--- src/rtl/mod_pkg.sv ---
// Shared types for the modulation sampler: FSM states, the read tag carried
// alongside each BRAM read, and the default BRAM read latency.
package mod_pkg;

  localparam int IDX_W            = 16;
  localparam int BRAM_LATENCY_DEF = 2;

  typedef enum logic [1:0] {
    IDLE  = 2'd0,
    RUN   = 2'd1,
    DRAIN = 2'd2
  } state_t;

  typedef struct packed {
    logic             valid;
    logic [IDX_W-1:0] idx;
  } tag_t;

endpackage

--- src/rtl/mod_tag_pipe.sv ---
// Delay line for read tags so each tag lines up with the BRAM data it requested.
module mod_tag_pipe
  import mod_pkg::*;
#(
  parameter int DEPTH = BRAM_LATENCY_DEF
) (
  input  logic clk,
  input  logic rst,
  input  tag_t d,
  output tag_t q
);

  tag_t stage [DEPTH];

  always_ff @(posedge clk or posedge rst) begin
    if (rst) begin
      for (int i = 0; i < DEPTH; i++) stage[i] <= '0;
    end else begin
      stage[0] <= d;
      for (int i = 1; i < DEPTH; i++) stage[i] <= stage[i-1];
    end
  end

  assign q = stage[DEPTH-1];

endmodule

--- src/rtl/modulation_sampler.sv ---
// Steps a sample index through the modulation BRAM at a divided rate and
// realigns the returned data with its index. ADDR_WIDTH must equal IDX_W.
module modulation_sampler
  import mod_pkg::*;
#(
  parameter int ADDR_WIDTH   = IDX_W,
  parameter int DATA_WIDTH   = 8,
  parameter int DIV_WIDTH    = 32,
  parameter int BRAM_LATENCY = BRAM_LATENCY_DEF
) (
  input  logic                  CLK,
  input  logic                  RST,
  input  logic                  START,
  input  logic                  STOP,
  input  logic [ADDR_WIDTH-1:0] CYCLE,
  input  logic [DIV_WIDTH-1:0]  FREQ_DIV,
  output logic [ADDR_WIDTH-1:0] ADDR,
  input  logic [DATA_WIDTH-1:0] M_IN,
  output logic [DATA_WIDTH-1:0] M,
  output logic [ADDR_WIDTH-1:0] IDX,
  output logic                  M_VALID,
  output logic                  WRAP,
  output logic                  BUSY
);

  localparam logic [2:0] DRAIN_LAST = 3'(BRAM_LATENCY);

  state_t                 state;
  logic [ADDR_WIDTH-1:0]  cyc_r;
  logic [DIV_WIDTH-1:0]   divm1_r;
  logic [DIV_WIDTH-1:0]   div_cnt;
  logic [ADDR_WIDTH-1:0]  idx;
  logic [ADDR_WIDTH-1:0]  idx_next;
  logic [2:0]             drain_cnt;
  tag_t                   tag_p0;
  tag_t                   tag_pl;

  always_comb begin
    idx_next = (idx == cyc_r) ? '0 : idx + ADDR_WIDTH'(1);
  end

  // Stage p0: sequencer; ADDR and its issue tag are registered together
  always_ff @(posedge CLK or posedge RST) begin
    if (RST) begin
      state     <= IDLE;
      cyc_r     <= '0;
      divm1_r   <= '0;
      div_cnt   <= '0;
      idx       <= '0;
      ADDR      <= '0;
      drain_cnt <= '0;
      BUSY      <= 1'b0;
      tag_p0    <= '0;
    end else begin
      tag_p0.valid <= 1'b0;
      case (state)
        IDLE: begin
          if (START && !STOP) begin
            cyc_r   <= CYCLE;
            divm1_r <= (FREQ_DIV == '0) ? '0 : FREQ_DIV - DIV_WIDTH'(1);
            div_cnt <= '0;
            idx     <= '0;
            ADDR    <= '0;
            tag_p0  <= '{valid: 1'b1, idx: '0};
            BUSY    <= 1'b1;
            state   <= RUN;
          end
        end
        RUN: begin
          if (STOP) begin
            drain_cnt <= '0;
            state     <= DRAIN;
          end else if (div_cnt == divm1_r) begin
            div_cnt <= '0;
            idx     <= idx_next;
            ADDR    <= idx_next;
            tag_p0  <= '{valid: 1'b1, idx: IDX_W'(idx_next)};
          end else begin
            div_cnt <= div_cnt + DIV_WIDTH'(1);
          end
        end
        DRAIN: begin
          // Hold long enough for the last issued tag to reach the output
          if (drain_cnt == DRAIN_LAST) begin
            BUSY  <= 1'b0;
            state <= IDLE;
          end else begin
            drain_cnt <= drain_cnt + 3'd1;
          end
        end
        default: state <= IDLE;
      endcase
    end
  end

  mod_tag_pipe #(
    .DEPTH (BRAM_LATENCY)
  ) u_tag_pipe (
    .clk (CLK),
    .rst (RST),
    .d   (tag_p0),
    .q   (tag_pl)
  );

  // Output stage: capture BRAM data alongside the tag that requested it
  always_ff @(posedge CLK or posedge RST) begin
    if (RST) begin
      M       <= '0;
      IDX     <= '0;
      M_VALID <= 1'b0;
      WRAP    <= 1'b0;
    end else begin
      M_VALID <= tag_pl.valid;
      WRAP    <= tag_pl.valid && (ADDR_WIDTH'(tag_pl.idx) == cyc_r);
      if (tag_pl.valid) begin
        M   <= M_IN;
        IDX <= ADDR_WIDTH'(tag_pl.idx);
      end
    end
  end

endmodule
--- config.mk ---
export PLATFORM = sky130hd
export DESIGN_NAME = modulation_sampler
export DESIGN_NICKNAME = d
export VERILOG_FILES = /design/src/rtl/mod_pkg.sv /design/src/rtl/mod_tag_pipe.sv /design/src/rtl/modulation_sampler.sv
export SDC_FILE = /design/constraint.sdc
export NUM_CORES = 1
export LEC_CHECK = 0
export ABC_AREA = 0
export CAP_MARGIN = 20
export CELL_PAD_IN_SITES_DETAIL_PLACEMENT = 1
export CELL_PAD_IN_SITES_GLOBAL_PLACEMENT = 1
export CORE_ASPECT_RATIO = 0.8
export CORE_UTILIZATION = 39
export CTS_BUF_LIST = sky130_fd_sc_hd__clkbuf_4
export DETAILED_ROUTE_END_ITERATION = 6
export HOLD_SLACK_MARGIN = 0.1
export PLACE_DENSITY_LB_ADDON = 0.1
export SLEW_MARGIN = 15
export SYNTH_ARGS = -nofsm -noshare
export SYNTH_HDL_FRONTEND = slang
export SYNTH_HIERARCHICAL = 1
export SYNTH_SLANG_ARGS = --single-unit
--- constraint.sdc ---
create_clock -name CLK -period 13.4 [get_ports CLK]
set_clock_uncertainty 0.05 [all_clocks]
set_input_delay 2.68 -clock CLK [delete_from_list [all_inputs] [get_ports CLK]]
set_output_delay 2.68 -clock CLK [all_outputs]
set_load 0.02 [all_outputs]
* Word level (Yosys, flattened, before mapping)
Index checks and enable logic that the tools add are counted.
** Cells by class
- Multiplexer cells :: 24
- Reduce and logical (&&, ||, !) cells :: 14
- Equal/unequal tests :: 12
- Add/subtract/negate cells :: 4
** Operators by type and width (number)
- 2-to-1 mux 32 bit :: 4
- 2-to-1 mux 16 bit :: 4
- one-hot mux 32 bit (2 select lines) :: 1
- 2-to-1 mux 17 bit :: 3
- one-hot mux 17 bit (2 select lines) :: 1
- adder 32 x 1 -> 32 bit, second input constant :: 1
- equality test 16 bit :: 2
- equality test 32 bit :: 1
- zero test 32 bit :: 1
- one-hot mux 16 bit (2 select lines) :: 1
- subtractor 32 x 1 -> 32 bit, second input constant :: 1
- adder 16 x 1 -> 16 bit, second input constant :: 1
- inequality test 2 bit, second input constant :: 6
- AND reduction 3 bit :: 4
- 2-to-1 mux 2 bit :: 3
- 2-to-1 mux 3 bit :: 2
- one-hot mux 2 bit (3 select lines) :: 1
- one-hot mux 3 bit (2 select lines) :: 1
- nonzero test 2 bit :: 3
- AND reduction 4 bit :: 1
- adder 3 x 1 -> 3 bit, second input constant :: 1
- equality test 3 x 2 -> 1 bit, second input constant :: 1
- equality test 2 x 1 -> 1 bit, second input constant :: 1
- equality test 2 bit, second input constant :: 1
- other kinds (6) :: 8
** Storage, ports and cells
- Input bits :: 60
- Register bits :: 179
- Word-level logic and storage cells :: 71
- Output and inout bits :: 43

* Depth between registers and ports, before layout
- Depth in word-level cells :: 5
- Mapped depth :: 10
- Depth with buffers taken out :: 8

* Cells and area by module
Netlist, hierarchy kept.
** By module, submodules not included
- modulation_sampler :: cells each 763, instances 1, area an instance 7539.7 µm²
- mod_tag_pipe :: cells each 52, instances 1, area an instance 982.2 µm²

* Least setup slack after synthesis
No wires, ideal clock.
- Path kind :: input -> register
- Start :: input port FREQ_DIV[0]
- End :: register divm1_r[3]
- Cell stages on the path :: 10
- Path buffers :: 2
- Slack :: 8.902 ns
- Data required time :: 13.232 ns
- Arrival time :: 4.330 ns
- Cells stage by stage :: inv_1 ha_1 nor3b_1 nand4_1 or2_2 clkbuf_1 o21ai_2 buf_6 a21oi_1 a21o_1
** Between the ends
- Cells in the longest elaborated chain, start to end :: 2
- Elaborated cells between the ends (all ways) :: 3
- Classes of those cells :: add/sub (1); mux (1); reduce/logical (1)
** RTL lines
- from (decl) :: RTL line modulation_sampler.sv:16 : input logic [DIV_WIDTH-1:0] FREQ_DIV,
- subtractor 32 x 1 -> 32 bit or zero test 32 bit (tied branches) :: RTL line modulation_sampler.sv:60 : divm1_r <= (FREQ_DIV == '0) ? '0 : FREQ_DIV - DIV_WIDTH'(1);
- 2-to-1 mux 32 bit (*) :: RTL line modulation_sampler.sv:60
- to (signal assigned) :: RTL line modulation_sampler.sv:60
- to (decl) :: RTL line modulation_sampler.sv:30 : logic [DIV_WIDTH-1:0] divm1_r;
Mark *: on every way between the ends. The rest lies on a longest branch, timed or not.
A chain may end at the register's enable or synchronous reset.

* Worst setup path after layout
Same ends and word-level chain as after synthesis.

==> key figures <==
Status
  – Result of the run: finished, final reports clean

Setup path
  – Worst Setup End Kind: flop
  – Worst Path Max Fanout: 20
  – Critical path class: in2reg
  – Setup crit start kind: input port
  – Required time of the critical path: about 14 ns
  – Arrival time worst endpoint: 5.66 ns

Final layout
  – Most frequent cells in the layout: sky130_fd_sc_hd__dfrtp_1 (179), sky130_fd_sc_hd__clkdlybuf4s50_1 (102), sky130_fd_sc_hd__nand2_1 (97), sky130_fd_sc_hd__xnor2_1 (87), sky130_fd_sc_hd__nor2_1 (73)
  – Area growth from synthesis to final layout: 17.9%
  – Utilization of the core after routing: a little under half
  – Most common library cell in the layout ignoring fill and taps: sky130_fd_sc_hd__dfrtp_1
  – Post-route cell area: 10,000 sq um
  – Layout net count: 955
  – Filler instances: about 2,300
  – Fraction of final layout cells with drive strength greater than 1: 9.19%

CTS
  – Clock tree root driver cell: sky130_fd_sc_hd__clkbuf_4
  – TritonCTS clock tree: yes
  – Clock transition time at the flip-flop clock pins of the worst setup and hold paths: 0.16 ns
  – Clk sink count: 179
  – Setup Fix Bufs, Post-CTS: 0
  – Total clock buffers created by CTS: 17
  – Count of H-tree levels built during CTS: 4
  – Worst skew pair latency: between 0.5 and 0.6 ns
  – Number of hold-repair buffers added at the cts stage: 0
  – Maximum clock insertion buffer count: 2
  – Post-cts resize count: 0

Timing
  – Min Hold Slack: 0.305 ns
  – Setup TNS after final layout: 0 ns
  – Setup repair after global routing missed its margin: no
  – Maximum clock rate: 0.192 GHz
  – Total count of max-transition violations in the final report: 0
  – Post-route fraction of the period consumed by the critical path: 38.9%
  – Final critical path time including I/O delays and setup: 5.22 ns
  – Final-report setup violation count: 0
  – Measured slew at the worst slew-check pin: ~1 ns
  – Max_slew headroom: 33.3%
  – Hold violation count in the final report: 0

Logic synthesis
  – Ys Warns: 6
  – Area share of the largest cell type after synthesis: 52.6%
  – Synthesized netlist net count: 880
  – Mapped Area: ~8500 sq um
  – EDFF count, synth: 0
  – Ys flop type: sky130_fd_sc_hd__dfrtp_1
  – Number of distinct library cell variants in the gate-level netlist after synthesis: 59
  – Area leader, netlist: sky130_fd_sc_hd__dfrtp_1
  – Synth top area cells: sky130_fd_sc_hd__dfrtp_1 (53%), sky130_fd_sc_hd__xnor2_1 (8.9%), sky130_fd_sc_hd__nand2_1 (4.3%)
  – Sequential element share of the synthesized area: between 50% and 60%
  – Avg Synthesized Cell Area: 10.5 sq um
  – Async S/R FF share, synth: 100%
  – Synthesized instance count: between 800 and 900
  – Synthesis-stage register bit count: 179

Power and ir drop
  – VDD IR max: 0.0747 mV
  – Post-route total power: ~1.5 mW
  – Total leakage power: 4.35 nW
  – Power density normalized to cell area: approximately 150 nW/um^2

Drt
  – Detailed-route vias per instance: approximately 5.3
  – TritonRoute pass-1 iters: 4
  – Detail-routed net length per standard cell: 18.6 um
  – Final wirelength: 21.8 mm
  – Post-route DRC: 0
  – Via total after detailed routing: 6,194
  – Antenna Violating Nets Remaining: 0
  – First-iteration detailed-routing DRC count: slightly above 400

Min path
  – Type of the most critical hold path: reg2reg

Floorplan
  – Row count: 47
  – Floorplan die area: between 20,000 and 25,000 sq um
  – Die Width: 167 um
  – Initial cell density of the core: 40.5%
  – Top-Level Pins: 103
  – Total core area: between 20,000 and 25,000 sq um
  – Vertical die dimension: 134 um

Placement
  – Last weighted congestion value of the routability-driven placer: 0.836
  – Placed Area: between 9000 and 10,000 sq um
  – Count of input and output buffers: approximately 100
  – HPWL reported at the end of detailed placement: between 15 and 20 mm

Global route
  – Number of antenna violations at the first check in global routing: 1
  – Total track usage: roughly a fifth
  – Grt total ovfl: 0
  – Wire length of the first global-routing pass: ~37 mm
  – Vias in the first global route: around 6,600
  – Pin count of the biggest net entering global routing: 84

Job
  – Total of max-cap violations: 0
==> worst paths after layout <==
path | from | to | slack (ns) | cells past startpoint
max | FREQ_DIV[0] | divm1_r[3] | 8.18 | 9
min | u_tag_pipe/stage[32] | u_tag_pipe/q[15] | 0.31 | 0
max reg2reg | div_cnt[3] | idx[14] | 9.74 | 8
min reg2reg | u_tag_pipe/stage[32] | u_tag_pipe/q[15] | 0.31 | 0
max in group asynchronous | RST | div_cnt[2] | 9.35 | 3
min in group asynchronous | RST | u_tag_pipe/q[10] | 2.58 | 3
==> synth_stat cells, types with 3 or more instances <==
cell type	count
sky130_fd_sc_hd__nor2b_1	5
sky130_fd_sc_hd__o31ai_1	14
sky130_fd_sc_hd__dfrtp_1	179
sky130_fd_sc_hd__or2_2	4
sky130_fd_sc_hd__mux2i_1	4
sky130_fd_sc_hd__ha_1	5
sky130_fd_sc_hd__a21oi_1	6
sky130_fd_sc_hd__buf_2	6
sky130_fd_sc_hd__inv_1	16
sky130_fd_sc_hd__o21ai_0	37
sky130_fd_sc_hd__mux2_2	25
sky130_fd_sc_hd__nor3_1	21
sky130_fd_sc_hd__and2_1	4
sky130_fd_sc_hd__nor4_1	14
sky130_fd_sc_hd__nand2_1	97
sky130_fd_sc_hd__nor2_1	73
sky130_fd_sc_hd__and3_1	12
sky130_fd_sc_hd__xor2_1	38
sky130_fd_sc_hd__xnor2_1	87
sky130_fd_sc_hd__or3_4	4
sky130_fd_sc_hd__nand4_1	21
sky130_fd_sc_hd__buf_4	17
sky130_fd_sc_hd__clkbuf_1	27
sky130_fd_sc_hd__nand2b_1	6
sky130_fd_sc_hd__o2bb2ai_1	7
sky130_fd_sc_hd__nand3b_1	5
sky130_fd_sc_hd__nand3_1	19
sky130_fd_sc_hd__a21o_1	12
sky130_fd_sc_hd__or3_1	3
sky130_fd_sc_hd__nor3b_1	5
sky130_fd_sc_hd__a211oi_1	5
==> state kept, by name, indices dropped and copies added (netlist names) <==
| register | flops |
|---|---|
| u_tag_pipe/stage | 17 |
| tag_p0 | 17 |
| IDX | 16 |
| WRAP | 1 |
| div_cnt | 32 |
| divm1_r | 32 |
| BUSY | 1 |
| idx | 16 |
| cyc_r | 16 |
| drain_cnt | 3 |
| state | 2 |
| M | 8 |
| M_VALID | 1 |
| u_tag_pipe/q | 17 |
==> per-layer routing <==
layer	part of all wire (%)	up-vias	global-route usage (%)
met1	51	3179	30.7
met4	0.89	0	4.84
met3	3.3	12	4.22
li1	-	2912	-
met5	0	-	0
met2	44	91	31.7
==> through the flow <==
stage	instances	worst slack [ns]
4_1_cts	1171	7.90
5_1_grt	1174	7.97
3_3_place_gp	1138	7.66
3_5_place_dp	1139	7.31
6_report	1174	8.18
2_1_floorplan	815	6.78
==> kinds of logic (layout without fill, tap and decap cells) <==
kind of cell / Yosys count / in the layout / synth area share [%]
DFF: 179 / 179 / 52.6
buffers and inverters: 70 / 158 / 4.04
xor gates and xnor gates: 125 / 125 / 12.8
adders and majority gates: 5 / 5 / 0.734
muxes: 29 / 29 / 3.77
AOI/OAI and AO/OA: 97 / 97 / 7.52
and+or+nand+nor: 310 / 310 / 18.5
other: 0 / 2 / 0
==> area by class of cell <==
class	count	area [sq um]	area share, %
clock buffer	17	128	1.27
inverter	16	65.1	0.647
clock inverter	15	223	2.22
timing repair buffer	110	1110	11.0
antenna	2	5.00	0.0498
multi-input combinational	566	3700	36.9
tap	269	337	3.35
sequential	179	4480	44.6
==> where the power goes <==
part	leakage [nW]	switching (mW)	internal, mW
Clock	0.183	0.202	0.169
Sequential	2.39	0.0995	0.644
Combinational	1.79	0.219	0.183
==> worst max-delay path, stage by stage <==
cell and delay (ns):
sky130_fd_sc_hd__clkdlybuf4s50_1 0.48, sky130_fd_sc_hd__inv_1 0.10, sky130_fd_sc_hd__ha_1 0.17, sky130_fd_sc_hd__nor3b_1 0.56
sky130_fd_sc_hd__nand4_1 0.37, sky130_fd_sc_hd__or2_2 0.43, sky130_fd_sc_hd__o21ai_2 0.59, sky130_fd_sc_hd__a21oi_1 0.09
sky130_fd_sc_hd__a21o_1 0.18
Power figures use the tool's default switching activity.
